<file path="src/rtl/pipe_adder.sv">
// rtl/pipe_adder.sv - pipelined ripple-carry adder/subtractor with valid/ready handshake
// Each slice adds WIDTH/STAGES bits; its carry feeds the next slice one stage later.
module pipe_adder #(
  parameter int WIDTH  = 8,
  parameter int STAGES = 4
) (
  input  logic             clk,
  input  logic             rst,
  input  logic             in_valid,
  output logic             in_ready,
  input  logic [WIDTH-1:0] a,
  input  logic [WIDTH-1:0] b,
  input  logic             cin,
  input  logic             sub,
  output logic             out_valid,
  input  logic             out_ready,
  output logic [WIDTH-1:0] sum,
  output logic             carry,
  output logic             overflow
);

  localparam int S = WIDTH / STAGES;

  logic             adv;
  logic [WIDTH-1:0] b_eff;
  logic             c0;

  assign adv      = out_ready | ~out_valid;
  assign in_ready = adv;
  assign b_eff    = sub ? ~b : b;
  assign c0       = sub ? ~cin : cin;

  for (genvar k = 0; k < STAGES; k++) begin : stg
    localparam int LO = k * S;
    localparam int SW = WIDTH - LO;

    // src_a/src_b hold only the operand bits this slice and later slices still need
    logic [SW-1:0]   src_a;
    logic [SW-1:0]   src_b;
    logic            src_c;
    logic            src_v;
    logic [S:0]      slice;
    logic [LO+S-1:0] nxt_s;

    assign slice = {1'b0, src_a[S-1:0]} + {1'b0, src_b[S-1:0]} + {{S{1'b0}}, src_c};

    if (k == 0) begin : first
      assign src_a = a;
      assign src_b = b_eff;
      assign src_c = c0;
      assign src_v = in_valid;
      assign nxt_s = slice[S-1:0];
    end else begin : chain
      assign src_a = stg[k-1].mid.a_r;
      assign src_b = stg[k-1].mid.b_r;
      assign src_c = stg[k-1].mid.c_r;
      assign src_v = stg[k-1].mid.v_r;
      assign nxt_s = {slice[S-1:0], stg[k-1].mid.s_r};
    end

    if (k < STAGES - 1) begin : mid
      logic            v_r;
      logic            c_r;
      logic [LO+S-1:0] s_r;
      logic [SW-S-1:0] a_r;
      logic [SW-S-1:0] b_r;

      always_ff @(posedge clk) begin
        if (rst) begin
          v_r <= 1'b0;
        end else if (adv) begin
          v_r <= src_v;
          c_r <= slice[S];
          s_r <= nxt_s;
          a_r <= src_a[SW-1:S];
          b_r <= src_b[SW-1:S];
        end
      end
    end else begin : last
      // Operand MSBs are the top bits of this slice, so overflow is resolved here
      always_ff @(posedge clk) begin
        if (rst) begin
          out_valid <= 1'b0;
          sum       <= '0;
          carry     <= 1'b0;
          overflow  <= 1'b0;
        end else if (adv) begin
          out_valid <= src_v;
          sum       <= nxt_s;
          carry     <= slice[S];
          overflow  <= (src_a[SW-1] == src_b[SW-1]) & (nxt_s[WIDTH-1] != src_a[SW-1]);
        end
      end
    end
  end

endmodule

</file>
<file path="config.mk">
export PLATFORM = sky130hd
export DESIGN_NAME = pipe_adder
export DESIGN_NICKNAME = d
export VERILOG_FILES = /design/src/rtl/pipe_adder.sv
export SDC_FILE = /design/constraint.sdc
export NUM_CORES = 1
export LEC_CHECK = 0
export CAP_MARGIN = 30
export CELL_PAD_IN_SITES_DETAIL_PLACEMENT = 1
export CELL_PAD_IN_SITES_GLOBAL_PLACEMENT = 2
export CORE_AREA = 2 2 75 77
export CTS_CLUSTER_DIAMETER = 30
export DETAILED_ROUTE_END_ITERATION = 16
export DIE_AREA = 0 0 77 79
export MAX_ROUTING_LAYER = met4
export PLACE_DENSITY = 0.79
export SLEW_MARGIN = 15
export SYNTH_ARGS = -nofsm -noshare
export SYNTH_HDL_FRONTEND = slang
export SYNTH_SLANG_ARGS = --single-unit
</file>
<file path="constraint.sdc">
create_clock -name clk -period 4.85 [get_ports clk]
set_clock_uncertainty 0.05 [all_clocks]
set_input_delay 0.7275 -clock clk [delete_from_list [all_inputs] [get_ports clk]]
set_output_delay 0.7275 -clock clk [all_outputs]
set_load 0.05 [all_outputs]
</file>
==> out/results.tsv, run 1 <==
metric	value	unit
synthAdderAreaFrac	8.561	%
cts_tree	built	
critPathMaxFanout	16	
start_util	37.79	%
start_kind	input pin	
antenna_found_initial	0	
drt_iter0_drc	7	
avgSynthCellArea	14.30	µm²
fmax	309.1	MHz
hold_path.class	reg -> reg	
place_ws	1.593	ns
fin_util	47.84	%
grt_pass1_wl	4885	µm
worstPathRequired	4.07	ns
nets	209	
io_buffer_count	33	
syn2layout_area_growth	26.61	%
clock_latency	0.30	ns
wl	2948	µm
clockRootBuffer	clkbuf_8	
final.period_utilization	66.70	%
core	5338	µm²
drv_slew	0	
finalSetupViolCount	0	
ys_seq_area_share	71.96	%
cts_setup_buffers	0	
ys_ff_latch	53	
syn_inst	141	
fin_crit	3.235	ns
clockBufferDepth	2	
via_count	1075	
end_kind	primary output	
ir_drop	0.1462	mV
arrival	2.46	ns
clkSlewWorstSetupHoldPaths	0.09	ns
synth_fp_nets	172	
die-height	79	µm
grt_max_degree	40	
hold_viol	0	
ios	34	
synth_xor_area_share	4.342	%
path_class	in -> out	
hold_buffers	0	
layout_common_cells	edfxtp_1, clkdlybuf4s50_1, inv_1, nand2_1, dfxtp_1	
total_power	0.0009546	W
rsz0062_at_grt	false	
ys.warnings.count	0	
tightest_slew	0.5843	ns
synth.distinct_cells	17	
cts_buffers	5	
synth_simple_gate_area_share	5.645	%
setup_tns	0	ns
ys_top_cells_by_area	edfxtp_1, dfxtp_1, fa_1	
grt_usage	10.85	%
yosys.area.top_type	edfxtp_1	
die_x	77	µm
antennaDiodeCount	0	
status	complete, no violations	
routed_via_density	4.283	
drive_gt1_share	5.587	%
first_pass_iters	3	
routabilityCongestion	0.7342	
dp.cells	242	
synth_compound_area_share	3.598	%
cts_sinks	53	
overflow	0	
drc	0	
leakage	0.9956	nW
rows	27	
synth.area.mux_share	0	%
cap_violations	0	
final_common_cell	edfxtp_1	
die_area	6083	µm²
htree_levels	2	
max_slew_margin	60.92	%
synth_top_family_by_area	adder cells	
wire_per_inst	11.75	µm
first_global_vias	1167	
synth_top_area_share	58.06	%
cts_resized	0	
hpwl	2112	µm
ant_nets	0	
power_density	373.8	nW/µm²
stdcell_count	251	
synth_area	2017	µm²
fin_ws	1.615	ns
## critical path: stages
cell and delay [ns]:
clkdlybuf4s50_1 0.44, nor2b_4 0.34, inv_2 0.20, clkdlybuf4s50_1 0.74
## cells in the mapped netlist
cell type and n:
clkbuf_1 1, buf_6 1, inv_2 1, ha_1 1, a21oi_1 10, nand2_1 19
buf_2 2, or3_1 1, nor2_1 6, a211oi_1 3, nor2b_4 1, xor2_1 8
dfxtp_1 14, fa_1 8, edfxtp_1 39, xnor2_1 2, inv_1 24
## cells by family after synthesis
kind of cell               after synthesis
DFF                                     53
buffers and inverters                   29
AOI/OAI and AO/OA                       13
and+or+nand+nor                         27
adders and majority gates                9
xor gates and xnor gates                10
## state kept, by name, summed over array words and instances (netlist names)
register     flops
sum              8
carry            1
overflow         1
out_valid        1
stg.mid.c_r      3
stg.mid.v_r      3
stg.mid.s_r     12
stg.mid.b_r     12
stg.mid.a_r     12
## through the flow
step / hold WS [ns] / instance area (µm²)
after floorplan: 0.3503 / 2017
after global placement: 0.3506 / 2420
after detailed placement: 0.3556 / 2420
after CTS: 0.3770 / 2526
after global routing: 0.3834 / 2554
final: 0.3745 / 2554
## report_power, final
part	total (W)	switching, W	internal (W)	leakage, nW
sequential	0.000546	0.0000123	0.000533	0.497
combinational	0.000124	0.0000713	0.0000523	0.446
clock	0.000285	0.000133	0.000152	0.0528
## cell type report
class                   count  area, µm²
clock buffers               6      72.57
clock inverters             2      33.78
fillers                   579       2784
inverters                  25      93.84
multi-input cells          59      454.2
flip-flops and latches     53       1451
well taps                  72      90.09
repair buffers             34      357.8
## metal layers
metal / track usage (%) / up-vias / wire length, µm
met1: 8.864 / 508 / 1177
met2: 21.75 / 35 / 1513
li1: - / 527 / -
met5: - / - / 0
met4: 4.821 / 0 / 63
met3: 3.523 / 5 / 194
## final timing paths
path	cells after the start	endpoint	slack [ns]	startpoint
setup / recovery	4	in_ready	1.62	out_ready
setup reg to reg	6	overflow	2.81	stg[2].mid.c_r
hold reg to reg	0	stg[1].mid.b_r[3]	0.37	stg[0].mid.b_r[5]
hold / removal	0	stg[1].mid.b_r[3]	0.37	stg[0].mid.b_r[5]
(Power assumes the default switching activity.)
==> run 2: changes to the inputs <==
--- a/config.mk
+++ b/config.mk
@@ -8,12 +8,12 @@
 export CAP_MARGIN = 30
 export CELL_PAD_IN_SITES_DETAIL_PLACEMENT = 1
 export CELL_PAD_IN_SITES_GLOBAL_PLACEMENT = 2
-export CORE_AREA = 2 2 75 77
+export CORE_AREA = 2 2 78 80
 export CTS_CLUSTER_DIAMETER = 30
 export DETAILED_ROUTE_END_ITERATION = 16
-export DIE_AREA = 0 0 77 79
+export DIE_AREA = 0 0 80 82
 export MAX_ROUTING_LAYER = met4
-export PLACE_DENSITY = 0.79
+export PLACE_DENSITY = 0.74
 export SLEW_MARGIN = 15
 export SYNTH_ARGS = -nofsm -noshare
 export SYNTH_HDL_FRONTEND = slang
==> constraint.sdc (replaced) <==
create_clock -name clk -period 3.3 [get_ports clk]
set_clock_uncertainty 0.05 [all_clocks]
set_input_delay 0.495 -clock clk [delete_from_list [all_inputs] [get_ports clk]]
set_output_delay 0.495 -clock clk [all_outputs]
set_load 0.05 [all_outputs]
==> out/results.tsv, run 2 (same netlist as run 1, synthesis figures left out) <==
metric	value	unit
status	complete, no violations	
hpwl	2230	µm
cp_num_cells	4	
layout_common_cells	edfxtp_1, clkdlybuf4s50_1, inv_1, nand2_1, dfxtp_1	
total_power	0.001317	W
antenna_found_initial	0	
htree_levels	2	
cts_resized	0	
fillers	623	
cap_violations	0	
reg2reg_depth	6	
hold_viol	0	
cts_buffers	5	
p_sw	0.0003147	W
max_slew_margin	59.15	%
p_int	0.001002	W
rsz0062_at_grt	false	
clock_latency	0.29	ns
max_stage_delay	0.74	ns
fmax	360.7	MHz
rows	28	
fin_crit	2.773	ns
routed_via_density	4.197	
die-height	82	µm
wire_per_inst	11.78	µm
cts_tree	built	
end_kind	primary output	
grt_usage	10.74	%
cts_sinks	53	
drt_iter0_drc	26	
final_common_cell	edfxtp_1	
first_pass_iters	2	
leakage	0.9780	nW
die_area	6560	µm²
reg_top3	stg.mid.a_r x12, stg.mid.b_r x12, stg.mid.s_r x12	
crit_top_cell	clkdlybuf4s50_1	
p_clk_share	25.3	%
path_buf_inv	3	
arrival	2.23	ns
regToRegEndpoint	overflow	
critPathMaxFanout	16	
io_buffer_count	33	
worstPathRequired	2.75	ns
grt_max_degree	40	
overflow	0	
clockRootBuffer	clkbuf_8	
antennaDiodeCount	0	
wl	2991	µm
setup_tns	0	ns
switching_share	23.90	%
critical-path-top-delay-family	buffers and inverters	
placed_cell_area	2431	µm²
critPathSlowestCell	clkdlybuf4s50_1	
fin_util	43.73	%
tightest_slew	0.6108	ns
drv_slew	0	
rrSetupSlack	1.26	ns
core	5746	µm²
first_global_vias	1185	
start_util	35.10	%
stdcell_count	254	
ios	34	
clockBufferDepth	2	
drc	0	
finalSetupViolCount	0	
grt_pass1_wl	5209	µm
ir_drop	0.1894	mV
seqPwrFrac	60.9	%
hold_path.class	reg -> reg	
start_kind	input pin	
via_count	1066	
crit_chain	clkdlybuf4s50_1, nor2b_4, inv_2, clkdlybuf4s50_1	
clkSlewWorstSetupHoldPaths	0.08	ns
routabilityCongestion	0.7045	
syn2layout_area_growth	24.57	%
dp.cells	246	
cp-startpoint	out_ready	
cts_setup_buffers	0	
r2r_start	stg[2].mid.c_r	
die_x	80	µm
critical_path.endpoint	in_ready	
nets	209	
final_area	2512	µm²
p_comb_share	13.8	%
drive_gt1_share	5.587	%
final.period_utilization	84.02	%
hold_buffers	0	
power_density	524.2	nW/µm²
ant_nets	0	
path_class	in -> out	
-- run 2: cell types whose count changed in the layout (fill, tap and decap cells not counted) --
cell	change
buf_16	-1
buf_4	+1
bufinv_16	-1
clkbuf_1	-1
clkinv_1	+1
clkinv_2	+1
-- run 2: worst reg2reg max path: cells and delay by family, from the launching register on --
| kind | cells | cell delay [ns] |
|---|---|---|
| fa+ha+maj | 2 | 0.93 |
| flops | 1 | 0.33 |
| simple gates | 1 | 0.31 |
| xor+xnor | 1 | 0.16 |
| compound gates | 1 | 0.14 |
| buf+inv | 1 | 0.06 |
-- run 2: worst min path at each step --
| stage | start | end | slack [ns] | cells past startpoint |
|---|---|---|---|---|
| 6_report | stg[1].mid.s_r[0] | stg[2].mid.s_r[0] | 0.37 | 0 |
| 2_1_floorplan | stg[0].mid.a_r[2] | stg[1].mid.a_r[0] | 0.35 | 0 |
| 5_1_grt | stg[0].mid.b_r[4] | stg[1].mid.b_r[2] | 0.39 | 0 |
| 4_1_cts | stg[1].mid.s_r[0] | stg[2].mid.s_r[0] | 0.38 | 0 |
| 3_3_place_gp | stg[0].mid.a_r[4] | stg[1].mid.a_r[2] | 0.35 | 0 |
| 3_5_place_dp | stg[1].mid.s_r[0] | stg[2].mid.s_r[0] | 0.36 | 0 |
-- run 2: per-layer routing --
layer	track usage (%)	vias up	wire, µm
met4	3.559	0	25
met1	12.19	506	1203
li1	-	524	-
met3	2.967	2	158
met2	18.50	34	1603
met5	-	-	0
-- run 2: area by class of cell --
class                           instances  area [µm²]  share of cell area [%]
Multi-Input combinational cell         59       454.2                   18.08
Tap cell                               75       93.84                   3.735
Clock buffer                            5       68.82                   2.739
Sequential cell                        53        1451                   57.77
Timing Repair Buffer                   34       337.8                   13.45
Inverter                               25       93.84                   3.735
Clock inverter                          3       12.51                  0.4980
-- run 2: power groups by stage --
stage,Combinational [W],Clock [W],Sequential (W)
after floorplan,0.0000668,0,0.000857
after global placement,0.000174,0,0.000815
after detailed placement,0.000188,0,0.000819
after CTS,0.000188,0.000352,0.000804
after global routing,0.000202,0.000378,0.000809
final,0.000182,0.000333,0.000802
-- run 2: per-stage QoR --
stage | hold WS (ns) | setup WS [ns]
CTS | 0.3771 | 0.5219
detailed placement | 0.3562 | 0.5264
finish | 0.3713 | 0.5275
floorplan | 0.3503 | 0.3258
global route | 0.3853 | 0.4180
global placement | 0.3504 | 0.5453
